<file path="src/rtl/mem_copy_engine.sv">
// Bus-master word copy engine: reads word_count words from src and writes them to dst, two cycles per word.
// Define MEM_COPY_FILL_EN to add a fill mode (one write per cycle of a captured constant).
module mem_copy_engine #(
    parameter int CNT_W = 8
) (
    input  logic             i_clk,
    input  logic             i_rst,
    input  logic             i_start,
    input  logic [31:0]      i_src_addr,
    input  logic [31:0]      i_dst_addr,
    input  logic [CNT_W-1:0] i_word_count,
`ifdef MEM_COPY_FILL_EN
    input  logic             i_fill,
    input  logic [31:0]      i_fill_value,
`endif
    output logic             o_busy,
    output logic             o_done,
    output logic [31:0]      o_addr,
    output logic [31:0]      o_write_data,
    output logic             o_mem_write,
    input  logic [31:0]      i_read_data
);

    typedef enum logic [1:0] {S_IDLE, S_READ, S_WRITE, S_DONE} state_t;

    state_t           r_state, w_next;
    logic [31:0]      r_src, r_dst, r_hold;
    logic [CNT_W-1:0] r_cnt, r_idx;
    logic [CNT_W-1:0] w_idx_inc;
    logic [31:0]      w_offset;
    logic             w_last, w_fill_req, w_fill_run;

`ifdef MEM_COPY_FILL_EN
    logic r_fill;
    assign w_fill_req = i_fill;
    assign w_fill_run = r_fill;
`else
    assign w_fill_req = 1'b0;
    assign w_fill_run = 1'b0;
`endif

    assign w_idx_inc = r_idx + CNT_W'(1);
    assign w_last    = (w_idx_inc == r_cnt);
    // Byte offset of word i; the adds below wrap modulo 2^32.
    assign w_offset  = {{(30-CNT_W){1'b0}}, r_idx, 2'b00};

    assign o_write_data = r_hold;

    always_ff @(posedge i_clk or posedge i_rst) begin
        if (i_rst) r_state <= S_IDLE;
        else       r_state <= w_next;
    end

    always_comb begin
        w_next      = r_state;
        o_busy      = 1'b0;
        o_done      = 1'b0;
        o_addr      = 32'h0;
        o_mem_write = 1'b0;
        case (r_state)
            S_IDLE: begin
                if (i_start) begin
                    if (i_word_count == '0) w_next = S_DONE;
                    else if (w_fill_req)    w_next = S_WRITE;
                    else                    w_next = S_READ;
                end
            end
            S_READ: begin
                o_busy = 1'b1;
                o_addr = r_src + w_offset;
                w_next = S_WRITE;
            end
            S_WRITE: begin
                o_busy      = 1'b1;
                o_addr      = r_dst + w_offset;
                o_mem_write = 1'b1;
                if (w_last)          w_next = S_DONE;
                else if (w_fill_run) w_next = S_WRITE;
                else                 w_next = S_READ;
            end
            S_DONE: begin
                o_done = 1'b1;
                w_next = S_IDLE;
            end
            default: w_next = S_IDLE;
        endcase
    end

    always_ff @(posedge i_clk or posedge i_rst) begin
        if (i_rst) begin
            r_src  <= 32'h0;
            r_dst  <= 32'h0;
            r_hold <= 32'h0;
            r_cnt  <= '0;
            r_idx  <= '0;
`ifdef MEM_COPY_FILL_EN
            r_fill <= 1'b0;
`endif
        end else begin
            case (r_state)
                S_IDLE: begin
                    if (i_start) begin
                        r_src <= i_src_addr;
                        r_dst <= i_dst_addr;
                        r_cnt <= i_word_count;
                        r_idx <= '0;
`ifdef MEM_COPY_FILL_EN
                        r_fill <= i_fill;
                        // Fill data rides in the holding register; left alone for a zero-length request.
                        if (i_fill && i_word_count != '0) r_hold <= i_fill_value;
`endif
                    end
                end
                S_READ:  r_hold <= i_read_data;
                S_WRITE: r_idx  <= w_idx_inc;
                default: ;
            endcase
        end
    end

endmodule
</file>
<file path="config.mk">
export PLATFORM = sky130hd
export DESIGN_NAME = mem_copy_engine
export DESIGN_NICKNAME = d
export VERILOG_FILES = /design/src/rtl/mem_copy_engine.sv
export SDC_FILE = /design/constraint.sdc
export NUM_CORES = 1
export LEC_CHECK = 0
export ABC_AREA = 1
export CAP_MARGIN = 20
export CORE_UTILIZATION = 42
export CTS_CLUSTER_DIAMETER = 50
export DETAILED_ROUTE_END_ITERATION = 6
export MAX_ROUTING_LAYER = met4
export PLACE_DENSITY = 0.77
export SYNTH_ARGS = -nofsm -noshare
export SYNTH_HDL_FRONTEND = slang
export SYNTH_SLANG_ARGS = --single-unit
</file>
<file path="constraint.sdc">
create_clock -name i_clk -period 4.6 [get_ports i_clk]
set_clock_uncertainty 0.2 [all_clocks]
set_input_delay 1.15 -clock i_clk [delete_from_list [all_inputs] [get_ports i_clk]]
set_output_delay 1.15 -clock i_clk [all_outputs]
set_load 0.03 [all_outputs]
</file>
== After elaboration in Yosys (flattened, before gate mapping) ==
Index checks and enable logic that the tools add are counted.
Word-level totals
  flip-flop bits (word level): 114
  latch bits: 0
  RAM bits: 0
  ROM bits: 0
  input port bits: 107
  logic and storage cells: 30
  memories: 0
Operators by class
  add/sub/neg operators: 3
  $mul: 0
  divide/modulo/power cells: 0
  magnitude comparators: 0
  equality and inequality tests: 5
  shift-type cells: 0
  muxes and demuxes: 10
  bitwise logic cells: 0
  reduce and logical (&&, ||, !) cells: 6
Operators with widths (count)
  $add 32x10->32: 2
  $pmux 32 s2: 1
  $pmux 8 s2: 1
  $add 8x1->8 const B: 1
  $eq 8x8->1: 1
  $logic_not 8->1: 1
  $mux 8: 1
  $pmux 2 s4: 1
  $mux 2: 3
  $eq 2x2->1 const B: 2
  $reduce_and 2->1: 2
  $mux 1: 3
  $eq 2x1->1 const B: 1
  $logic_not 2->1: 1
  $ne 2x2->1 const B: 1
  $reduce_bool 2->1: 1
  $reduce_or 2->1: 1

== Depth between registers and ports, before layout ==
Gate-level depths: netlist of the first run.
  depth after elaboration: 4
  depth in mapped cells: 20
  mapped depth without buffers: 17

== Worst setup path after synthesis of the first run ==
No wires, ideal clock.
  kind: reg2out
  start point: register r_state[0]
  end point: output o_addr[26]
  arrival time: 3.411 ns
  data required time: 3.250 ns
  setup slack: -0.161 ns
  cell stages (with the launch flop): 20
  path buffers: 3
  cells stage by stage: dfrtp_1 -> inv_1 -> ha_1 -> buf_6 -> buf_6 -> clkbuf_1 -> nand2_1 -> nand2_1 -> ha_1 -> inv_1 -> fa_1 -> o21ai_0 -> nand2_1 -> nand2_1 -> inv_1 -> nor2_4 -> nand3_2 -> nand2_1 -> nand2_1 -> nor2_1
On the way
  cells in the longest elaborated chain, start to end: 2
  elaborated cells on any way between the ends: 3
Ends and longest elaborated chain
  start, declared: line 26  | state_t r_state, w_next;
  start signal, assigned: line 51  | else r_state <= w_next;
  $eq 2x2->1 or $eq 2x1->1 (tied branches): line 60  | case (r_state)
  $pmux 32 s2 (*): line 60
  end, declared: line 18  | output logic [31:0] o_addr,
Every way passes the cells marked *; elsewhere a longest branch is shown, timed or not.

== Worst setup path after layout of the first run ==
  start point: register r_state[0]
  end point: output o_addr[12]
Same word-level chain as after synthesis.

==> impl_metrics.tcl, run 1 <==
set metrics [dict create \
    status "finished, final reports clean" \
    yosysTopAreaCellShare_pct 45.1 \
    placed_area_sq_mm 0.00835 \
    drc 0 \
    setup_violations 0 \
    required_ps 3250 \
    port-buffer-count 173 \
    vias_per_cell 4.94 \
    start_util_pct 43.3 \
    path_class "reg -> out" \
    max_cap_violations 0 \
    grt_max_degree 90 \
    htreeDepth 4 \
    timing.rr.end "r_idx[4]" \
    use_met3_pct 6.36 \
    synth_area_leaders "dfrtp_1 (45%), nand2_1 (24%), inv_1 (4.4%)" \
    fin_setup_tns_ps 0 \
    grt_pass1_vias 6025 \
    max_freq_mhz 228 \
    syn_nets 1000 \
    use_met2_pct 38.7 \
    synthCells 876 \
    cp_max_fo 8 \
    overflow 0 \
    die_h_um 125 \
    coreArea_sq_mm 0.0146 \
    ys_seq_elements 114 \
    drive_gt1_share_pct 12.0 \
    dp_hpwl_mm 13.4 \
    wirelength_mm 17.9 \
    reg2reg_slack_ps 2360 \
    worst_hold_slack_ps 272 \
    rsz0062_at_grt "true" \
    cts_buffer_depth 2 \
    ir_drop_mv 0.487 \
    power_leakage_nw 4.25 \
    io_pins 174 \
    hp-start "o_write_data[15]" \
    fin_nets 1173 \
    num_vias 6143 \
    worstPathArrival_ps 3030 \
    yosysUniqueCellTypes 41 \
    synth_edf_count 0 \
    dieArea_sq_mm 0.0155 \
    drtIter0Drc 421 \
    fin_area_sq_mm 0.00896 \
    cts_tree "built" \
    gr-usage-all-layers_pct 24.6 \
    hold_path_depth 2 \
    finalCriticalPeriod_ps 4380 \
    hold_path_class "reg -> reg" \
    grt_pass1_wl_mm 29.3 \
    reg2reg_from "r_state[1]" \
    cts_root_buf "clkbuf_16" \
    place.gp.congestion 0.949 \
    synthArstFlopShare_pct 100 \
    clk_pin_slew_ps 50 \
    ys.flop_type "dfrtp_1" \
    finalHoldViolCount 0 \
    busiest_layer "met2" \
    netlist_area_sq_mm 0.00632 \
    cp-start-kind "register" \
    power_mw 6.30 \
    ys_warn_count 0 \
    avgSynthCellArea_sq_um 7.21 \
    power.density_mw_per_mm2 703 \
    cts-buffers-inserted 17 \
    syn_to_final_growth_pct 41.8 \
    worst_pin_slew_ps 846 \
    slew_headroom_pct 43.6 \
    antenna_left 0 \
    numClockSinks 114 \
    reg2reg_depth 6 \
    num_antenna_cells 0 \
    dr.pass1.iters 5 \
    cts_hold_buffers 0 \
    synth_top_cell_by_area "dfrtp_1" \
    routedWlPerCell_um 14.4 \
    row_count 44 \
    drv_slew 0 \
    final_common_cell "nand2_1" \
    antenna_found_initial 0 \
    post-route-period-util_pct 95.2 \
    final_cell_mix "nand2_1 (399), clkdlybuf4s50_1 (143), dfrtp_1 (114), inv_1 (72), nor2_1 (50)" \
    critPathCaptureType "output port" \
    synth-seq-area-share_pct 45.1 \
    hold_end "o_write_data[15]" \
    clk_latency_ps 400 \
    grt_use_met1_pct 30.9 \
    die_w_um 125 \
]
-- cell families (layout without fill, tap and decap cells) --
| logic type | after synthesis | count (layout) | share of synthesized area [%] |
|---|---|---|---|
| multiplexers | 1 | 1 | 0.158 |
| flip-flops | 114 | 114 | 45.1 |
| XOR/XNOR | 2 | 2 | 0.277 |
| buffers and inverters | 107 | 290 | 7.11 |
| adder cells (fa/ha/maj) | 17 | 17 | 3.48 |
| AO/OA/AOI/OAI | 108 | 108 | 9.96 |
| AND/OR/NAND/NOR | 527 | 527 | 33.9 |
-- registers in the layout (all words and copies together), names as in the netlist --
name / count
r_state: 2
r_dst: 32
r_cnt: 8
o_write_data: 32
r_idx: 8
r_src: 32
-- final cells by class --
type,instances,area (sq um)
sequential,114,2850
clock inverter,6,82.6
inverter,76,288
clock buffer,23,468
fill,1293,5630
tap,184,230
multi-input combinational,655,3090
timing repair buffer,185,1950
-- synthesized netlist by cell type, types with 11 or more instances --
| cell | n |
|---|---|
| ha_1 | 16 |
| nand3_1 | 33 |
| dfrtp_1 | 114 |
| a21oi_1 | 25 |
| nand2_2 | 13 |
| clkbuf_1 | 22 |
| nand2_1 | 402 |
| o21ai_0 | 45 |
| o21ai_2 | 13 |
| o21ai_1 | 11 |
| inv_1 | 74 |
| nor2_1 | 56 |
-- worst max path at each step --
stage                           from         end  slack, ps  depth (start not counted)
after global placement    r_state[0]  o_addr[28]        490                         16
after floorplan           r_state[0]  o_addr[26]         70                         19
after detailed placement  r_state[0]  o_addr[28]        370                         16
final                     r_state[0]  o_addr[12]        220                         14
after CTS                 r_state[0]  o_addr[14]        0.6                         14
after global routing      r_state[0]  o_addr[17]        -50                         17
-- repair_timing --
item | CTS | global route
pin swaps | 0 | 2
resized for setup | 2 | 12
setup buffers | 0 | 1
setup endpoints to repair | 8 | 21
-- metrics by stage --
| step | setup WS [ps] | std cells | utilization [%] |
|---|---|---|---|
| global placement | 487 | 1213 | 57.2 |
| CTS | 0.613 | 1242 | 61.0 |
| finish | 221 | 1243 | 61.4 |
| detailed placement | 370 | 1213 | 57.2 |
| global route | -45.9 | 1243 | 61.4 |
| floorplan | 74.3 | 876 | - |
-- layer usage --
metal	part of all wire (%)	vias to the layer above	wire, um
met5	0	-	0
met4	1.2	0	222
met3	7.0	14	1250
met2	47	220	8390
met1	45	2834	8020
li1	-	3075	-
-- power breakdown --
| part | switching (mW) | internal, mW |
|---|---|---|
| combinational | 2.09 | 1.23 |
| clock | 0.419 | 0.812 |
| sequential | 0.275 | 1.47 |
| total | 2.78 | 3.52 |
-- worst max-delay path: stages (launching register included) --
cell	delay [ps]
dfrtp_1	410
inv_2	110
ha_4	170
inv_1	80
buf_4	170
nand2_1	60
nand2_1	90
ha_1	350
a21o_1	180
nor2_1	130
nand2_2	110
nand2_1	160
o21ai_0	140
a21oi_1	310
buf_12	170
(Power assumes the default switching activity.)
==> run 2, diff against run 1 <==
--- a/config.mk
+++ b/config.mk
@@ -7,5 +7,4 @@
 export LEC_CHECK = 0
 export ABC_AREA = 1
-export CAP_MARGIN = 20
 export CORE_UTILIZATION = 42
 export CTS_CLUSTER_DIAMETER = 50
==> constraint.sdc (replaced) <==
create_clock -name i_clk -period 4.6 [get_ports i_clk]
set_clock_uncertainty 0.2 [all_clocks]
set_input_delay 0.69 -clock i_clk [delete_from_list [all_inputs] [get_ports i_clk]]
set_output_delay 0.69 -clock i_clk [all_outputs]
set_load 0.03 [all_outputs]
==> run 2 against run 1 <==
Net effect:
- combinational power decreased by 2%
- maximum frequency grew 1.7%
- total power is 0.51% higher
- largest power group unchanged
==> impl_metrics.tcl, run 2 (synthesis gave the netlist of run 1 again) <==
set metrics [dict create \
    status "finished, final reports clean" \
    fillers 1285 \
    numClockSinks 114 \
    coreArea_sq_mm 0.0146 \
    die_h_um 125 \
    grt_pass1_wl_mm 28.9 \
    io_pins 174 \
    clk_pin_slew_ps 50 \
    routedWlPerCell_um 14.2 \
    final_common_cell "nand2_1" \
    fin_nets 1169 \
    gr-usage-all-layers_pct 24.2 \
    drv_slew 0 \
    cts_buffer_depth 2 \
    finalCriticalPeriod_ps 4310 \
    max_cap_violations 0 \
    power.density_mw_per_mm2 709 \
    grt_pass1_vias 5925 \
    post-route-period-util_pct 93.6 \
    cts-buffers-inserted 17 \
    rsz0062_at_grt "false" \
    cts_tree "built" \
    num_antenna_cells 0 \
    cp-start-kind "register" \
    start_util_pct 43.3 \
    dr.pass1.iters 5 \
    multi_input_area_sq_mm 0.00303 \
    syn_to_final_growth_pct 41.4 \
    port-buffer-count 173 \
    seq_area_sq_mm 0.00285 \
    overflow 0 \
    path_class "reg -> out" \
    fin_ws_ps 294 \
    num_vias 6057 \
    setup_violations 0 \
    final_cell_mix "nand2_1 (402), clkdlybuf4s50_1 (143), dfrtp_1 (114), inv_1 (73), nor2_1 (56)" \
    drc 0 \
    power_leakage_nw 4.26 \
    clk_latency_ps 400 \
    antenna_left 0 \
    drive_gt1_share_pct 10.6 \
    cts_root_buf "clkbuf_16" \
    cp_max_fo 21 \
    row_count 44 \
    place_ws_ps 606 \
    wirelength_mm 17.7 \
    worstPathArrival_ps 3420 \
    critPathCaptureType "output port" \
    antenna_found_initial 0 \
    slew_headroom_pct 38.6 \
    drtIter0Drc 455 \
    die_w_um 125 \
    cts_hold_buffers 0 \
    vias_per_cell 4.88 \
    max_freq_mhz 232 \
    dieArea_sq_mm 0.0155 \
    finalHoldViolCount 0 \
    required_ps 3710 \
    grt_max_degree 74 \
    dp_hpwl_mm 13.1 \
    worst_pin_slew_ps 922 \
    htreeDepth 4 \
    place.gp.congestion 0.876 \
    fin_setup_tns_ps 0 \
    hold_path_class "reg -> reg" \
    ir_drop_mv 0.410 \
]
==> run 2: per-layer routing <==
layer  GRT usage (%)  vias up  routed length [um]
met5               -        -                   0
met4            7.87        0                 370
met3            6.62       26                1450
met2            37.5      215                8200
met1            30.8     2742                7670
li1                -     3074                   -
==> run 2: path summary, 6_finish.rpt <==
path | slack, ps | start | to | cells after the start
worst max-delay path | 290 | r_state[0] | o_addr[28] | 17
worst max register to register | 2440 | r_state[0] | r_idx[0] | 6
worst min-delay path | 270 | o_write_data[26] | o_write_data[26] | 2
min in group asynchronous | 650 | i_rst | o_write_data[2] | 2
max in group asynchronous | 2800 | i_rst | r_idx[3] | 3
worst min register to register | 270 | o_write_data[26] | o_write_data[26] | 2
==> run 2: area by class of cell <==
class | count | share of cell area (%)
Inverter | 76 | 3.22
Sequential cell | 114 | 31.9
Clock buffer | 23 | 5.35
Multi-Input combinational cell | 655 | 33.9
Clock inverter | 9 | 1.44
Tap cell | 184 | 2.58
Timing Repair Buffer | 181 | 21.6
==> run 2: critical path, stage by stage (launching register included) <==
cell and delay [ps]:
dfrtp_1 400, inv_1 110, ha_2 240, buf_6 220, nand2_1 70, nand2_1 80, ha_1 170, inv_1 60
fa_1 410, o21ai_1 260, nand2_1 80, nand2_1 170, nand2_1 160, nor2_4 200, nand3_1 100, nand2_1 70
nor2_1 40, buf_4 160
==> run 2: per-stage QoR <==
step                      hold slack (ps)  area [sq um]  power, mW  util, %  instances
after CTS                             272          8930       6.37     61.2       1242
after detailed placement              258          8320       4.98     57.0       1210
after global routing                  284          8940       6.78     61.3       1242
final                                 268          8940       6.33     61.3       1242
after global placement                254          8320       4.93     57.0       1210
after floorplan                       248          6320       3.77        -        876
==> run 2: what timing repair did <==
item | CTS | global route
setup endpoints to repair | 0 | 9
setup buffers | 0 | 0
gates resized for setup | 0 | 3
==> run 2: report_power, final <==
part / switching, mW / internal [mW]
Clock: 0.445 / 0.892
Sequential: 0.260 / 1.47
Combinational: 2.06 / 1.21
Total: 2.76 / 3.57
==> RTL change: new RTL, config.mk and constraints of run 2 <==
Add a define of `MEM_COPY_FILL_EN`.
--- a/src/rtl/mem_copy_engine.sv
+++ b/src/rtl/mem_copy_engine.sv
@@ -1,4 +1,6 @@
 // Bus-master word copy engine: reads word_count words from src and writes them to dst, two cycles per word.
 // Define MEM_COPY_FILL_EN to add a fill mode (one write per cycle of a captured constant).
+`define MEM_COPY_FILL_EN
+
 module mem_copy_engine #(
     parameter int CNT_W = 8
Interface: changed (added i_fill and i_fill_value); port bits go from 174 to 207. No check against the original RTL was run, so the function may have changed too.
==> RTL change against run 2 <==
  * The flow now finishes with violations (DRC)
  * Design area up 2.7%
  * Worst setup slack improved by 0.030 ns
  * Area after synthesis increased by 1.3%
  * Critical path depth grew 2
  * Non-clock buffer count is 32 higher
  * Sequential cell count up 1
  * Total power rose by 12%
  * Wire length rose by 3.4%
  * Critical path type unchanged
==> RTL change: results <==
metrics = {
    "status": {
        "status": "finished, violations left",
        "violations": "DRC",
    },
    "detailed_routing": {
        "drtIter0Drc": 423,
        "wl_met2_um": 8720,
        "drt-wirelength-per-cell_um": 15.1,
        "drc": 7,
        "via_per_inst": 5.12,
        "wl_met3_um": 1230,
        "firstDrtPassIters": 7,
        "routed_wl_um": 18300,
        "drt-met1-wl_um": 8060,
    },
    "worst_setup_path": {
        "crit_fanout": 16,
        "cp_slowest_cell": "dfrtp_1",
        "cp_slowest_stage_delay_ns": 0.39,
        "r2r_setup_slack_ns": 2.00,
        "worstReg2RegStart": "r_state[1]",
        "cp.arrival_ns": 3.39,
        "rr_endpoint": "r_dst[23]",
        "reg2regPathDepth": 5,
    },
    "worst_hold_path": {
        "hp-start": "r_cnt[3]",
        "worstHoldEndpoint": "r_cnt[3]",
    },
    "placement": {
        "place_area_um2": 8580,
        "portBuffers": 206,
        "hpwl_um": 13400,
        "place_ws_ns": 0.747,
        "place.gp.congestion": 0.902,
        "place_inst": 1180,
    },
    "global_route": {
        "grtUsageMet2_pct": 41.4,
        "grt_max_degree": 76,
        "use_met3_pct": 7.40,
        "grtUsageMet1_pct": 30.9,
        "grt_use_total_pct": 25.6,
        "grt_pass1_wl_um": 30500,
    },
    "final_layout": {
        "drive_gt1_share_pct": 12.6,
    },
    "power_and_ir_drop": {
        "leakage_uw": 0.00420,
        "ir_drop_uv": 341,
    },
    "synthesis": {
        "yosysSeqAreaShare_pct": 44.9,
        "synth_cell_types": 36,
        "syn_nets": 974,
    },
    "sta": {
        "worstMarginPinSlew_ns": 1.06,
        "holdWs_ns": 0.304,
        "period_needed_ns": 4.28,
    },
    "clocking": {
        "clkLatencyLatePin_ns": 0.42,
    },
}
RTL change: cell count changes in the layout (fill, tap and decap cells not counted), sizes merged, moves of 9 or more:
| cell | run 2 | this run |
|---|---|---|
| mux2 | 0 | 41 |
| nand2 | 416 | 204 |
| inv | 75 | 89 |
| o21ai | 70 | 52 |
| clkdlybuf4s50 | 143 | 176 |
| nor3 | 4 | 13 |
| a31oi | 1 | 32 |
| nor2 | 67 | 112 |
| a21oi | 26 | 53 |
RTL change: layout make-up:
class / instances / area (um^2) / area share, %
inverter: 85 / 324 / 3.53
multi-input combinational: 583 / 3070 / 33.5
timing repair buffer: 213 / 2080 / 22.7
tap: 184 / 230 / 2.51
clock buffer: 18 / 439 / 4.79
sequential: 115 / 2880 / 31.4
clock inverter: 14 / 153 / 1.66
RTL change: worst max-delay path by stage:
stage | start | to
after floorplan | r_state[0] | o_addr[20]
after global placement | r_state[0] | o_addr[20]
after detailed placement | r_state[0] | o_addr[20]
after CTS | r_state[0] | o_addr[24]
after global routing | r_state[0] | o_addr[24]
final | r_state[0] | o_addr[24]
RTL change: report_power, final:
group	switching, uW	internal (uW)
registers	267	1510
logic	2510	1480
clock network	509	817
RTL change: cells by family after synthesis:
group           share of synthesized area, %
simple gates                            24.2
flops                                   44.9
xor+xnor                               0.274
buf+inv                                 7.27
fa+ha+maj                               3.44
mux                                     7.37
compound gates                          12.6
RTL change: what timing repair did:
action	CTS	global route
setup endpoints to repair	0	3
hold buffers	0	0
resized for setup	0	3
RTL change: worst register-to-register path, cell delays in order, from the launching register on:
cell	delay, ns
dfrtp_1	0.40
inv_1	0.09
ha_1	0.30
nand2_4	0.64
buf_4	0.47
mux2_2	0.39
